--- src/rtl/tdes_ahb_master_if.sv ---
// AHB-Lite bus bundle between the TDES job initiator and the TDES slave.
//   master modport : drives address/control/write data, receives HREADY/HRESP/HRDATA
//   slave  modport : mirror image, used by a slave model or bus fabric
interface tdes_ahb_master_if;
  logic [31:0] HADDR;
  logic        HWRITE;
  logic [1:0]  HTRANS;
  logic [2:0]  HSIZE;
  logic [2:0]  HBURST;
  logic [3:0]  HPROT;
  logic        HMASTLOCK;
  logic [63:0] HWDATA;
  logic        HREADY;
  logic        HRESP;
  logic [63:0] HRDATA;

  modport master (
    output HADDR, HWRITE, HTRANS, HSIZE, HBURST, HPROT, HMASTLOCK, HWDATA,
    input  HREADY, HRESP, HRDATA
  );

  modport slave (
    input  HADDR, HWRITE, HTRANS, HSIZE, HBURST, HPROT, HMASTLOCK, HWDATA,
    output HREADY, HRESP, HRDATA
  );
endinterface

--- src/rtl/tdes_ahb_master.sv ---
// AHB-Lite initiator for one Triple DES job. On a start pulse in IDLE it
// latches mode/keys/data, writes mode, key1, key2, key3, data to
// ADDR_BASE+0..4, waits RESULT_WAIT idle cycles, reads ADDR_BASE+5 and
// returns the word on result with a one-cycle done pulse.
// Ports:
//   HCLK, HRESET           clock, asynchronous active-low reset
//   start                  job request, sampled only while idle
//   mode, key1..3, dataIn  job contents
//   busy                   high while a job is in flight
//   done                   one-cycle pulse when result is valid
//   error                  sticky HRESP error flag, cleared by the next start
//   result                 last read data
//   ahb                    AHB-Lite master bus (tdes_ahb_master_if.master)
module tdes_ahb_master #(
  parameter logic [31:0] ADDR_BASE   = 32'hAAAAAAA0,
  parameter int unsigned RESULT_WAIT = 16
) (
  input  logic              HCLK,
  input  logic              HRESET,
  input  logic              start,
  input  logic              mode,
  input  logic [63:0]       key1,
  input  logic [63:0]       key2,
  input  logic [63:0]       key3,
  input  logic [63:0]       dataIn,
  output logic              busy,
  output logic              done,
  output logic              error,
  output logic [63:0]       result,
  tdes_ahb_master_if.master ahb
);

  localparam int unsigned CNT_W = (RESULT_WAIT > 1) ? $clog2(RESULT_WAIT) : 1;

  typedef enum logic [2:0] {
    S_IDLE, S_WADDR, S_WLAST, S_WAIT, S_RADDR, S_RDATA
  } state_t;

  state_t           state_q, state_d;
  logic [2:0]       index_q, index_d;
  logic [CNT_W-1:0] cnt_q, cnt_d;
  logic [63:0]      hwdata_q, hwdata_d;
  logic [63:0]      result_q, result_d;
  logic             done_q, done_d;
  logic             error_q, error_d;

  logic             mode_q;
  logic [63:0]      key1_q, key2_q, key3_q, data_q;
  logic             job_load;
  logic [63:0]      wword;
  logic             dphase_end;
  logic             resp_err;

  assign job_load = (state_q == S_IDLE) && start;

  // Job contents carry no reset: they are only consumed after a load.
  always_ff @(posedge HCLK) begin
    if (job_load) begin
      mode_q <= mode;
      key1_q <= key1;
      key2_q <= key2;
      key3_q <= key3;
      data_q <= dataIn;
    end
  end

  always_comb begin
    wword = data_q;
    case (index_q)
      3'd0:    wword = {63'b0, mode_q};
      3'd1:    wword = key1_q;
      3'd2:    wword = key2_q;
      3'd3:    wword = key3_q;
      default: wword = data_q;
    endcase
  end

  // A data phase is in flight during WADDR once the first address has been
  // accepted, and always in WLAST and RDATA.
  assign dphase_end = ahb.HREADY &&
                      (((state_q == S_WADDR) && (index_q != 3'd0)) ||
                       (state_q == S_WLAST) || (state_q == S_RDATA));
  assign resp_err   = dphase_end && ahb.HRESP;

  // State register
  always_ff @(posedge HCLK or negedge HRESET) begin
    if (!HRESET) begin
      state_q  <= S_IDLE;
      index_q  <= '0;
      cnt_q    <= '0;
      hwdata_q <= '0;
      result_q <= '0;
      done_q   <= 1'b0;
      error_q  <= 1'b0;
    end else begin
      state_q  <= state_d;
      index_q  <= index_d;
      cnt_q    <= cnt_d;
      hwdata_q <= hwdata_d;
      result_q <= result_d;
      done_q   <= done_d;
      error_q  <= error_d;
    end
  end

  // Next-state logic
  always_comb begin
    state_d  = state_q;
    index_d  = index_q;
    cnt_d    = cnt_q;
    hwdata_d = hwdata_q;
    result_d = result_q;
    done_d   = 1'b0;
    error_d  = error_q;
    case (state_q)
      S_IDLE: begin
        if (start) begin
          error_d = 1'b0;
          index_d = '0;
          state_d = S_WADDR;
        end
      end
      S_WADDR: begin
        if (ahb.HREADY) begin
          hwdata_d = wword;
          if (index_q == 3'd4) begin
            state_d = S_WLAST;
          end else begin
            index_d = index_q + 3'd1;
          end
        end
      end
      S_WLAST: begin
        if (ahb.HREADY) begin
          if (RESULT_WAIT == 0) begin
            state_d = S_RADDR;
          end else begin
            // Loaded with N-1 so that exactly N cycles are spent in WAIT.
            cnt_d   = CNT_W'(RESULT_WAIT - 1);
            state_d = S_WAIT;
          end
        end
      end
      S_WAIT: begin
        if (cnt_q == '0) begin
          state_d = S_RADDR;
        end else begin
          cnt_d = cnt_q - 1'b1;
        end
      end
      S_RADDR: begin
        if (ahb.HREADY) begin
          state_d = S_RDATA;
        end
      end
      S_RDATA: begin
        if (ahb.HREADY) begin
          result_d = ahb.HRDATA;
          done_d   = 1'b1;
          state_d  = S_IDLE;
        end
      end
      default: state_d = S_IDLE;
    endcase
    // An error response abandons the job wherever it lands.
    if (resp_err) begin
      state_d  = S_IDLE;
      index_d  = '0;
      hwdata_d = hwdata_q;
      result_d = result_q;
      done_d   = 1'b0;
      error_d  = 1'b1;
    end
  end

  // Output logic
  always_comb begin
    ahb.HSIZE     = 3'b011;
    ahb.HBURST    = 3'b000;
    ahb.HPROT     = 4'h3;
    ahb.HMASTLOCK = 1'b0;
    ahb.HWDATA    = hwdata_q;
    ahb.HTRANS    = 2'b00;
    ahb.HWRITE    = 1'b0;
    ahb.HADDR     = 32'h0;
    case (state_q)
      S_WADDR: begin
        ahb.HTRANS = 2'b10;
        ahb.HWRITE = 1'b1;
        ahb.HADDR  = ADDR_BASE + 32'(index_q);
      end
      S_WLAST, S_WAIT: ahb.HADDR = ADDR_BASE + 32'(index_q);
      S_RADDR: begin
        ahb.HTRANS = 2'b10;
        ahb.HADDR  = ADDR_BASE + 32'd5;
      end
      S_RDATA: ahb.HADDR = ADDR_BASE + 32'd5;
      default: ;
    endcase
    busy   = (state_q != S_IDLE);
    done   = done_q;
    error  = error_q;
    result = result_q;
  end

endmodule
--- src/flat_wrapper.sv ---
// flat-port wrapper written by rule: the top's interface ports become plain ports
module tdes_ahb_master_flat 
#(
  parameter logic [31:0] ADDR_BASE   = 32'hAAAAAAA0,
  parameter int unsigned RESULT_WAIT = 16
)
  (HCLK, HRESET, start, mode, key1, key2, key3, dataIn, busy, done, error, result, ahb_HADDR, ahb_HWRITE, ahb_HTRANS, ahb_HSIZE, ahb_HBURST, ahb_HPROT, ahb_HMASTLOCK, ahb_HWDATA, ahb_HREADY, ahb_HRESP, ahb_HRDATA);
  tdes_ahb_master_if ahb_i ();
  input  logic HCLK;
  input  logic HRESET;
  input  logic start;
  input  logic mode;
  input  logic [63:0] key1;
  input  logic [63:0] key2;
  input  logic [63:0] key3;
  input  logic [63:0] dataIn;
  output logic busy;
  output logic done;
  output logic error;
  output logic [63:0] result;
  output wire logic [$bits(ahb_i.HADDR)-1:0] ahb_HADDR;
  output wire logic [$bits(ahb_i.HWRITE)-1:0] ahb_HWRITE;
  output wire logic [$bits(ahb_i.HTRANS)-1:0] ahb_HTRANS;
  output wire logic [$bits(ahb_i.HSIZE)-1:0] ahb_HSIZE;
  output wire logic [$bits(ahb_i.HBURST)-1:0] ahb_HBURST;
  output wire logic [$bits(ahb_i.HPROT)-1:0] ahb_HPROT;
  output wire logic [$bits(ahb_i.HMASTLOCK)-1:0] ahb_HMASTLOCK;
  output wire logic [$bits(ahb_i.HWDATA)-1:0] ahb_HWDATA;
  input wire logic [$bits(ahb_i.HREADY)-1:0] ahb_HREADY;
  input wire logic [$bits(ahb_i.HRESP)-1:0] ahb_HRESP;
  input wire logic [$bits(ahb_i.HRDATA)-1:0] ahb_HRDATA;
  assign ahb_HADDR = ahb_i.HADDR;
  assign ahb_HWRITE = ahb_i.HWRITE;
  assign ahb_HTRANS = ahb_i.HTRANS;
  assign ahb_HSIZE = ahb_i.HSIZE;
  assign ahb_HBURST = ahb_i.HBURST;
  assign ahb_HPROT = ahb_i.HPROT;
  assign ahb_HMASTLOCK = ahb_i.HMASTLOCK;
  assign ahb_HWDATA = ahb_i.HWDATA;
  assign ahb_i.HREADY = ahb_HREADY;
  assign ahb_i.HRESP = ahb_HRESP;
  assign ahb_i.HRDATA = ahb_HRDATA;
  tdes_ahb_master #(.ADDR_BASE(ADDR_BASE), .RESULT_WAIT(RESULT_WAIT)) u_core (.HCLK(HCLK), .HRESET(HRESET), .start(start), .mode(mode), .key1(key1), .key2(key2), .key3(key3), .dataIn(dataIn), .busy(busy), .done(done), .error(error), .result(result), .ahb(ahb_i));
endmodule
--- config.mk ---
export PLATFORM = sky130hd
export DESIGN_NAME = tdes_ahb_master_flat
export DESIGN_NICKNAME = d
export VERILOG_FILES = /design/src/rtl/tdes_ahb_master_if.sv /design/src/rtl/tdes_ahb_master.sv /design/src/flat_wrapper.sv
export SDC_FILE = /design/constraint.sdc
export NUM_CORES = 1
export LEC_CHECK = 0
export ABC_AREA = 1
export CORE_AREA = 2 2 193 195
export DETAILED_ROUTE_END_ITERATION = 16
export DIE_AREA = 0 0 195 197
export PLACE_DENSITY = 0.88
export SYNTH_ARGS = -nofsm -noshare
export SYNTH_HDL_FRONTEND = slang
export SYNTH_SLANG_ARGS = --single-unit
--- constraint.sdc ---
create_clock -name HCLK -period 16 [get_ports HCLK]
set_clock_uncertainty 0.15 [all_clocks]
set_input_delay 1.6 -clock HCLK [delete_from_list [all_inputs] [get_ports HCLK]]
set_output_delay 1.6 -clock HCLK [all_outputs]
set_load 0.01 [all_outputs]
; Word level (Yosys, flattened, before mapping)
; Index checks and enable logic that the tools add are counted.
[word_totals]
reg_bits = 397
latch_bits = 0
ramBits = 0
romBits = 0
in_bits = 326
output_inout_bits = 177
wordCells = 86
n_memories = 0
[op_classes]
add_sub_neg = 3
mul = 0
div_mod_pow = 0
order_cmp = 0
n_eq_ne = 19
shift = 0
n_mux = 27
bitwise = 1
n_reduce_logical = 24
[ops]
columns = cell, n
row1 = $pmux W64 S4, 1
row2 = $pmux W32 S2, 1
row3 = $mux W3, 12
row4 = $add A32 B3 Y32 const A, 1
row5 = $ne A3 B2 Y1 const B, 7
row6 = $pmux W3 S6, 1
row7 = $eq A3 B2 Y1 const B, 4
row8 = $eq A3 B3 Y1 const B, 3
row9 = $reduce_and A3 Y1, 3
row10 = $reduce_bool A3 Y1, 3
row11 = $mux W4, 2
row12 = $pmux W4 S2, 1
row13 = $mux W1, 7
row14 = $reduce_and A7 Y1, 1
row15 = $eq A3 B1 Y1 const B, 2
row16 = $logic_not A3 Y1, 2
row17 = $pmux W3 S2, 1
row18 = $reduce_bool A2 Y1, 3
row19 = $logic_and A1 B1 Y1, 4
row20 = $logic_not A4 Y1, 1
row21 = $ne A2 B2 Y1 const B, 2
row22 = $reduce_and A4 Y1, 1
row23 = $reduce_or A2 Y1, 2
row24 = $sub A4 B1 Y4 const B, 1
row25 = 7 further kinds, 8

; Longest topological paths before layout
; Gate-level depths: netlist (run 1).
[depth]
word_depth = 8
ltp_mapped = 11
mapped_depth_nobuf = 11

; Worst setup path after synthesis (run 1)
; Ideal clock, no wire load.
[synth_path]
path_type = input port to flip-flop
from = input port start
to = register u_core.data_q[0] (enable)
setup_time_ps = 881
arrival_time_ps = 12240
required_ps = 14969
slack_ps = 2729
path_stages = 2
n_path_buf = 0
cell_sequence = inv_1 nor2_1
[synth_via]
elab_chain_len = 1
[synth_lines]
columns = item, line_no
row1 = from (decl), flat_wrapper.sv:11  ; input logic start;
row2 = $logic_and A1 B1 Y1, tdes_ahb_master.sv:54  ; assign job_load = (state_q == S_IDLE) && start;
row3 = named net u_core.job_load, tdes_ahb_master.sv:49  ; logic job_load;
row4 = to (signal assigned), tdes_ahb_master.sv:63  ; data_q <= dataIn;
row5 = to (decl), tdes_ahb_master.sv:48  ; logic [63:0] key1_q, key2_q, key3_q, data_q;
; The timed path passes the listed nets, and every way through them passes these cells.
; A chain may end at the register's enable or synchronous reset.

; Worst setup path in the final report (run 1)
[layout_path]
from = input port start
to = register u_core.data_q[25] (enable)
; Same word-level chain as after synthesis.

==> impl_metrics.prom, run 1 <==
# TYPE chip_impl_metric gauge
chip_impl_metric{name="worst_path_largest_cell_delay",unit="ns"} 0.88
chip_impl_metric{name="tritoncts_num_sinks",unit=""} 397
chip_impl_metric{name="period_utilization",unit="%"} 29.8
chip_impl_metric{name="synth.top_cell.area_share",unit="%"} 47.6
chip_impl_info{name="clockRootBuffer",value="clkbuf_16"} 1
chip_impl_metric{name="post-place-ws",unit="ns"} 10.70
chip_impl_metric{name="clock_slew_seen_by_the_registers_of_the_worst_setup_and_hold_paths",unit="ns"} 0.06
chip_impl_info{name="worstSetupEndpointType",value="flop"} 1
chip_impl_metric{name="worst_ep_required_time",unit="ns"} 16.02
chip_impl_metric{name="worst_ep_arrival_time",unit="ns"} 4.79
chip_impl_metric{name="synth_edf_count",unit=""} 257
chip_impl_metric{name="fp.dieH",unit="um"} 197
chip_impl_metric{name="final_max_slew_viol_count",unit=""} 0
chip_impl_metric{name="insertion_delay",unit="ns"} 0.55
chip_impl_metric{name="route.detailed.drc",unit=""} 0
chip_impl_info{name="critPathSlowestCell",value="nor2_4"} 1
chip_impl_metric{name="yosysSeqAreaShare",unit="%"} 69.2
chip_impl_metric{name="grt_first_pass_wirelength",unit="um"} 73500
chip_impl_metric{name="postSynthCellCount",unit=""} 1525
chip_impl_metric{name="yosys.area_share.simple",unit="%"} 19.9
chip_impl_metric{name="die_w",unit="um"} 195
chip_impl_metric{name="vias_per_cell",unit=""} 5.20
chip_impl_metric{name="dpl.hpwl",unit="um"} 31700
chip_impl_metric{name="drive_gt1_share",unit="%"} 4.52
chip_impl_metric{name="final.min_clock_period",unit="ns"} 4.78
chip_impl_metric{name="routed_wire_length_per_instance",unit="um"} 19.9
chip_impl_info{name="cp_cell_sequence",value="clkdlybuf4s50_1 > inv_1 > nor2_4 > buf_4 > buf_4"} 1
chip_impl_metric{name="cts.repair_timing.setup_buffer_count",unit=""} 0
chip_impl_metric{name="muxShareOfSynthArea",unit="%"} 0
chip_impl_metric{name="synth_xor_xnor_area_share",unit="%"} 0
chip_impl_metric{name="synth-adder-area-share",unit="%"} 0.463
chip_impl_metric{name="leakage",unit="nW"} 9.66
chip_impl_metric{name="ys_seq_elements",unit=""} 397
chip_impl_metric{name="dieArea",unit="um^2"} 38400
chip_impl_info{name="grt_setup_unrepaired",value="false"} 1
chip_impl_metric{name="max_slew_margin",unit="%"} 20.0
chip_impl_metric{name="layout.nets",unit=""} 2293
chip_impl_metric{name="largest_net_degree_at_the_start_of_global_routing",unit=""} 96
chip_impl_metric{name="worst-slew-pin-transition",unit="ns"} 1.20
chip_impl_metric{name="placeableCoreArea",unit="um^2"} 36300
chip_impl_metric{name="ios",unit=""} 503
chip_impl_metric{name="cap_viol_max_count",unit=""} 0
chip_impl_metric{name="timing.final.setup_violations",unit=""} 0
chip_impl_metric{name="post_cts_resize_count",unit=""} 0
chip_impl_info{name="ys.flop_type",value="edfxtp_1"} 1
chip_impl_info{name="hold_path.class",value="flop to flop"} 1
chip_impl_metric{name="via_count_of_the_first_global_routing_pass",unit=""} 13100
chip_impl_metric{name="postLayoutSetupSlackWorst",unit="ns"} 11.22
chip_impl_metric{name="drt_pass1_iterations",unit=""} 5
chip_impl_metric{name="syn_area_per_cell",unit="um^2"} 10.6
chip_impl_metric{name="peakVddDrop",unit="uV"} 85.3
chip_impl_info{name="cts_tree",value="done"} 1
chip_impl_metric{name="synth.cell_area",unit="um^2"} 16200
chip_impl_metric{name="power_density",unit="nW/um^2"} 180
chip_impl_info{name="critical-path-top-cell-by-count",value="buf_4"} 1
chip_impl_info{name="layout.cells.most_common",value="clkdlybuf4s50_1"} 1
chip_impl_info{name="synth_top_cell_by_area",value="edfxtp_1"} 1
chip_impl_info{name="timing.critical_path.from_type",value="input port"} 1
chip_impl_metric{name="synth-async-reset-ratio",unit="%"} 35.3
chip_impl_metric{name="ys.warnings.count",unit=""} 0
chip_impl_info{name="synthTopCellsByArea",value="edfxtp_1 (48%), dfrtp_1 (22%), nand2_1 (9.7%), nand3_1 (4.3%), inv_1 (3.4%)"} 1
chip_impl_info{name="dominant_combinational_cell_family_by_area_after_synthesis",value="simple AND/OR/NAND/NOR gates"} 1
chip_impl_metric{name="place_congestion",unit=""} 0.847
chip_impl_metric{name="rrSetupSlack",unit="ns"} 11.88
chip_impl_metric{name="io_buffers",unit=""} 475
chip_impl_metric{name="initial_utilization",unit="%"} 44.7
chip_impl_metric{name="routed-via-count",unit=""} 12800
chip_impl_metric{name="syn_to_final_growth",unit="%"} 38.8
chip_impl_metric{name="drt.antenna.violating_nets",unit=""} 0
chip_impl_metric{name="synth-compound-area-share",unit="%"} 2.71
chip_impl_info{name="outcome",value="completed"} 1
chip_impl_metric{name="detailedRoute.firstIterationViolations",unit=""} 953
chip_impl_metric{name="cts-htree-levels",unit=""} 2
chip_impl_info{name="timing.setup.critical_path_class",value="input port to flop"} 1
chip_impl_metric{name="cts_inserted_buffers",unit=""} 41
chip_impl_metric{name="finalWirelength",unit="um"} 49100
chip_impl_metric{name="grt_use_total",unit="%"} 25.0
chip_impl_metric{name="globalRouteOverflowTotal",unit=""} 0
chip_impl_metric{name="setup_total_negative_slack",unit="ns"} 0
chip_impl_metric{name="worstPathMaxFanout",unit=""} 76
chip_impl_metric{name="ctsLongestPathBuffers",unit=""} 3
chip_impl_metric{name="max_clock_freq",unit="GHz"} 0.209
chip_impl_metric{name="finalHoldViolations",unit=""} 0
chip_impl_metric{name="postCtsHoldBufs",unit=""} 0
chip_impl_metric{name="ys_types",unit=""} 25
chip_impl_metric{name="std_cell_rows",unit=""} 70
chip_impl_info{name="layout.cells.most_common_list",value="clkdlybuf4s50_1 (473), nand2_1 (418), edfxtp_1 (257), inv_1 (146), dfrtp_1 (140)"} 1
chip_impl_metric{name="antenna_found_initial",unit=""} 2
## synth_stat cells, types with 4 or more instances
cell type	instances
nand4_1	66
buf_2	32
o21ai_1	47
o21ai_0	27
nand2_1	419
ha_1	6
buf_1	10
clkbuf_1	29
nor2_1	136
dfrtp_1	140
buf_4	51
edfxtp_1	257
inv_1	146
nand3_1	139
a21oi_1	4
## flip-flops by register name, indices dropped and copies added (netlist names)
name               count
u_core.state_q         3
u_core.result         64
u_core.cnt_q           4
u_core.done            1
u_core.key1_q         64
u_core.error           1
u_core.data_q         64
u_core.index_q         3
u_core.mode_q          1
u_core.key2_q         64
u_core.key3_q         64
u_core.ahb.HWDATA     64
## final cells by class
cell class	count	area (um^2)
Multi-Input combinational cell	883	3890
Tap cell	468	586
Antenna cell	2	5.00
Timing Repair Buffer	490	4860
Inverter	148	556
Sequential cell	397	11200
Clock inverter	22	265
Fill cell	2663	13700
Clock buffer	53	1130
## path summary, 6_finish.rpt
path,startpoint,endpoint,depth (start not counted)
worst max-delay path,start,u_core.data_q[25],5
worst min-delay path,u_core.ahb.HWDATA[15],u_core.ahb.HWDATA[15],2
worst max register to register,u_core.state_q[1],u_core.data_q[25],5
worst min register to register,u_core.ahb.HWDATA[15],u_core.ahb.HWDATA[15],2
max in group asynchronous,HRESET,u_core.ahb.HWDATA[1],2
min in group asynchronous,HRESET,u_core.result[24],1
## worst max-delay path, delay by kind of cell
kind	cells	cell delay [ns]
buffers and inverters	4	2.22
and+or+nand+nor	1	0.88
## routing by layer
metal	track usage, %	vias up	wire length, um	part of all wire (%)
met2	43.8	814	25200	51
met5	0	-	0	0
met1	29.1	6018	17200	35
met4	13.9	0	2300	4.7
li1	-	5828	-	-
met3	4.77	144	4370	8.9
## power breakdown
part	switching [W]	internal, W
registers	0.000150	0.00143
clock network	0.000401	0.000598
logic	0.000872	0.000605
total	0.00142	0.00264
## per-stage QoR
stage	hold slack [ns]	total power, W	instance area (um^2)	utilization, %	instances
2_1_floorplan	0.301	0.00241	16300	-	1550
3_3_place_gp	0.304	0.00300	21100	58.2	2386
3_5_place_dp	0.307	0.00306	21100	58.2	2386
4_1_cts	0.323	0.00408	22500	62.1	2461
5_1_grt	0.343	0.00426	22500	62.1	2463
6_report	0.323	0.00406	22500	62.1	2463
## kinds of logic (layout without fill, tap and decap cells)
group                    after synthesis  after routing
AO/OA/AOI/OAI                         84             84
adder cells (fa/ha/maj)                6              6
buffers and inverters                270            713
other                                  2             29
AND/OR/NAND/NOR                      766            766
flip-flops                           397            397
No activity file was read; power rests on OpenSTA's default activity.
==> run 2, diff against run 1 <==
clock period = 4.85 ns   (was 16 ns; I/O delays follow)
==> run 2 against run 1 <==
Effect of this change:
- global-route usage increased by 0.27 points
- utilization increased by 0.18 points
- critical path depth stayed put
- combinational power rose to 3.3 times the previous value
- worst hold slack lost 0.0033 ns
- power grew to 3.3 times the previous value
- register-to-register slack lost 10 ns
- wire length about the same
- first-iteration DRC count rose by 1.8%
- highest routed layer is now met5
==> impl_metrics.prom, run 2 (synthesis results as in run 1) <==
# TYPE chip_impl_metric gauge
chip_impl_metric{name="drive_gt1_share",unit="%"} 5.04
chip_impl_metric{name="via_count_of_the_first_global_routing_pass",unit=""} 13100
chip_impl_metric{name="final_core_util",unit="%"} 62.3
chip_impl_metric{name="globalRouteOverflowTotal",unit=""} 0
chip_impl_metric{name="drt_pass1_iterations",unit=""} 6
chip_impl_metric{name="worstPathMaxFanout",unit=""} 67
chip_impl_metric{name="ios",unit=""} 503
chip_impl_metric{name="dpl.hpwl",unit="um"} 33100
chip_impl_metric{name="route.layer.met1.wl",unit="um"} 17400
chip_impl_metric{name="dieArea",unit="um^2"} 38400
chip_impl_metric{name="dpl-instance-area",unit="um^2"} 21200
chip_impl_metric{name="grt_use_total",unit="%"} 25.3
chip_impl_metric{name="place_congestion",unit=""} 0.845
chip_impl_info{name="worstSetupEndpointType",value="output pin"} 1
chip_impl_metric{name="clock_slew_seen_by_the_registers_of_the_worst_setup_and_hold_paths",unit="ns"} 0.06
chip_impl_info{name="cp_cell_sequence",value="nor2_4 > nand2_1 > inv_2 > buf_4 > clkdlybuf4s50_1"} 1
chip_impl_metric{name="detailroute.wirelength.met3",unit="um"} 4400
chip_impl_metric{name="routed-via-count",unit=""} 13000
chip_impl_metric{name="grt_first_pass_wirelength",unit="um"} 74200
chip_impl_metric{name="die_w",unit="um"} 195
chip_impl_info{name="regToRegEndpoint",value="u_core.ahb.HWDATA[6]"} 1
chip_impl_metric{name="drt.antenna.violating_nets",unit=""} 0
chip_impl_metric{name="path_buf_inv",unit=""} 3
chip_impl_info{name="timing.setup.critical_path_class",value="flop to output pin"} 1
chip_impl_info{name="hold_path.class",value="input port to flop"} 1
chip_impl_metric{name="worst_ep_arrival_time",unit="ns"} 2.92
chip_impl_metric{name="timing.critical_path.depth",unit=""} 5
chip_impl_metric{name="ctsLongestPathBuffers",unit=""} 3
chip_impl_metric{name="timing.final.setup_violations",unit=""} 0
chip_impl_metric{name="worst_path_largest_cell_delay",unit="ns"} 0.70
chip_impl_metric{name="route.detailed.drc",unit=""} 0
chip_impl_metric{name="io_buffers",unit=""} 475
chip_impl_info{name="worst_hold_start",value="key3[59]"} 1
chip_impl_metric{name="tot_pwr",unit="W"} 0.0133
chip_impl_metric{name="syn_to_final_growth",unit="%"} 39.2
chip_impl_metric{name="hold_ws",unit="ns"} 0.320
chip_impl_info{name="grt_setup_unrepaired",value="false"} 1
chip_impl_info{name="layout.cells.most_common_list",value="clkdlybuf4s50_1 (473), nand2_1 (417), edfxtp_1 (257), inv_1 (146)"} 1
chip_impl_metric{name="routed_wire_length_per_instance",unit="um"} 19.9
chip_impl_info{name="outcome",value="completed"} 1
chip_impl_metric{name="period_utilization",unit="%"} 73.2
chip_impl_metric{name="antenna_found_initial",unit=""} 1
chip_impl_info{name="route.top_layer_used",value="met5"} 1
chip_impl_metric{name="worst_ep_required_time",unit="ns"} 4.22
chip_impl_metric{name="worst-slew-pin-transition",unit="ns"} 1.23
chip_impl_metric{name="cap_viol_max_count",unit=""} 0
chip_impl_metric{name="final.min_clock_period",unit="ns"} 3.55
chip_impl_metric{name="power_density",unit="nW/um^2"} 589
chip_impl_info{name="clockRootBuffer",value="clkbuf_16"} 1
chip_impl_metric{name="max_slew_margin",unit="%"} 17.7
chip_impl_metric{name="layout.cell_area.non_filler",unit="um^2"} 22600
chip_impl_metric{name="detailedRoute.firstIterationViolations",unit=""} 970
chip_impl_metric{name="std_cell_rows",unit=""} 70
chip_impl_metric{name="finalHoldViolations",unit=""} 0
chip_impl_info{name="startpoint_of_the_worst_setup_timing_path",value="u_core.state_q[2]"} 1
chip_impl_info{name="critPathSlowestCell",value="clkdlybuf4s50_1"} 1
chip_impl_metric{name="cts-htree-levels",unit=""} 2
chip_impl_metric{name="placeableCoreArea",unit="um^2"} 36300
chip_impl_info{name="critical-path-top-delay-family",value="buffers and inverters"} 1
chip_impl_info{name="worst_setup_path_endpoint",value="ahb_HWRITE"} 1
chip_impl_metric{name="fp.dieH",unit="um"} 197
chip_impl_metric{name="layout.nets",unit=""} 2301
chip_impl_metric{name="insertion_delay",unit="ns"} 0.56
chip_impl_metric{name="rrSetupSlack",unit="ns"} 1.51
chip_impl_metric{name="worst-r2r-cell-count",unit=""} 8
chip_impl_metric{name="antenna-diode-count",unit=""} 0
chip_impl_metric{name="initial_utilization",unit="%"} 44.7
chip_impl_metric{name="max_clock_freq",unit="GHz"} 0.281
chip_impl_info{name="cts_tree",value="done"} 1
chip_impl_metric{name="tritoncts_num_sinks",unit=""} 397
chip_impl_metric{name="dr_wl_met2",unit="um"} 25200
chip_impl_info{name="r2r_start",value="u_core.index_q[2]"} 1
chip_impl_metric{name="largest_net_degree_at_the_start_of_global_routing",unit=""} 72
chip_impl_metric{name="finalWirelength",unit="um"} 49000
chip_impl_metric{name="vias_per_cell",unit=""} 5.26
chip_impl_metric{name="leakage",unit="nW"} 9.69
chip_impl_info{name="layout.cells.most_common",value="clkdlybuf4s50_1"} 1
chip_impl_metric{name="final_max_slew_viol_count",unit=""} 0
chip_impl_metric{name="peakVddDrop",unit="uV"} 373
chip_impl_info{name="timing.critical_path.from_type",value="flop"} 1
chip_impl_metric{name="cts_inserted_buffers",unit=""} 41
[run 2: changes by cell type in the layout (fill, tap and decap cells not counted), sizes merged]
cell | previous run | this run
buf | 17 | 24
clkinv | 15 | 14
bufinv | 6 | 3
clkbuf | 53 | 57
clkinvlp | 0 | 1
diode | 2 | 0
dlygate4sd3 | 0 | 1
[run 2: cell type report]
cell class	count	area [um^2]
clock inverters	19	199
fillers	2646	13700
well taps	468	586
inverters	148	556
multi-input cells	883	3900
clock buffers	57	1160
flip-flops and latches	397	11200
repair buffers	498	4960
[run 2: per-stage QoR]
step	setup WS [ns]	setup TNS (ns)	std cells
floorplan	-0.237	-60.82	1550
global placement	1.78	0	2393
detailed placement	1.58	0	2393
CTS	1.31	0	2470
global route	1.17	0	2470
finish	1.30	0	2470
[run 2: how the worst min path moves through the flow]
stage	to	slack, ns	depth (start not counted)
floorplan	u_core.ahb.HWDATA[0]	0.04	0
global placement	u_core.ahb.HWDATA[36]	0.30	2
detailed placement	u_core.ahb.HWDATA[43]	0.31	2
CTS	u_core.key2_q[13]	0.29	1
global route	u_core.key2_q[18]	0.29	1
finish	u_core.key3_q[59]	0.32	1
[run 2: timing repair]
item / CTS / global route
gates resized for setup: 0 / 0
buffers inserted: 0 / 0
hold endpoints to repair: 59 / 0
hold buffers: 1 / 0
[run 2: worst reg2reg max path: cells and delay by family (launching register included)]
family	cells	cell delay, ns
simple gates	6	1.70
buf+inv	2	1.01
flops	1	0.39
[run 2: power by group]
part	switching, W	internal, W
sequential	0.000472	0.00472
combinational	0.00291	0.00204
clock	0.00132	0.00184
[run 2: layer usage]
metal,GRT usage [%],up-vias
li1,-,5849
met1,29.2,6166
met2,44.8,804
met3,6.47,161
met4,10.6,2
met5,0,-
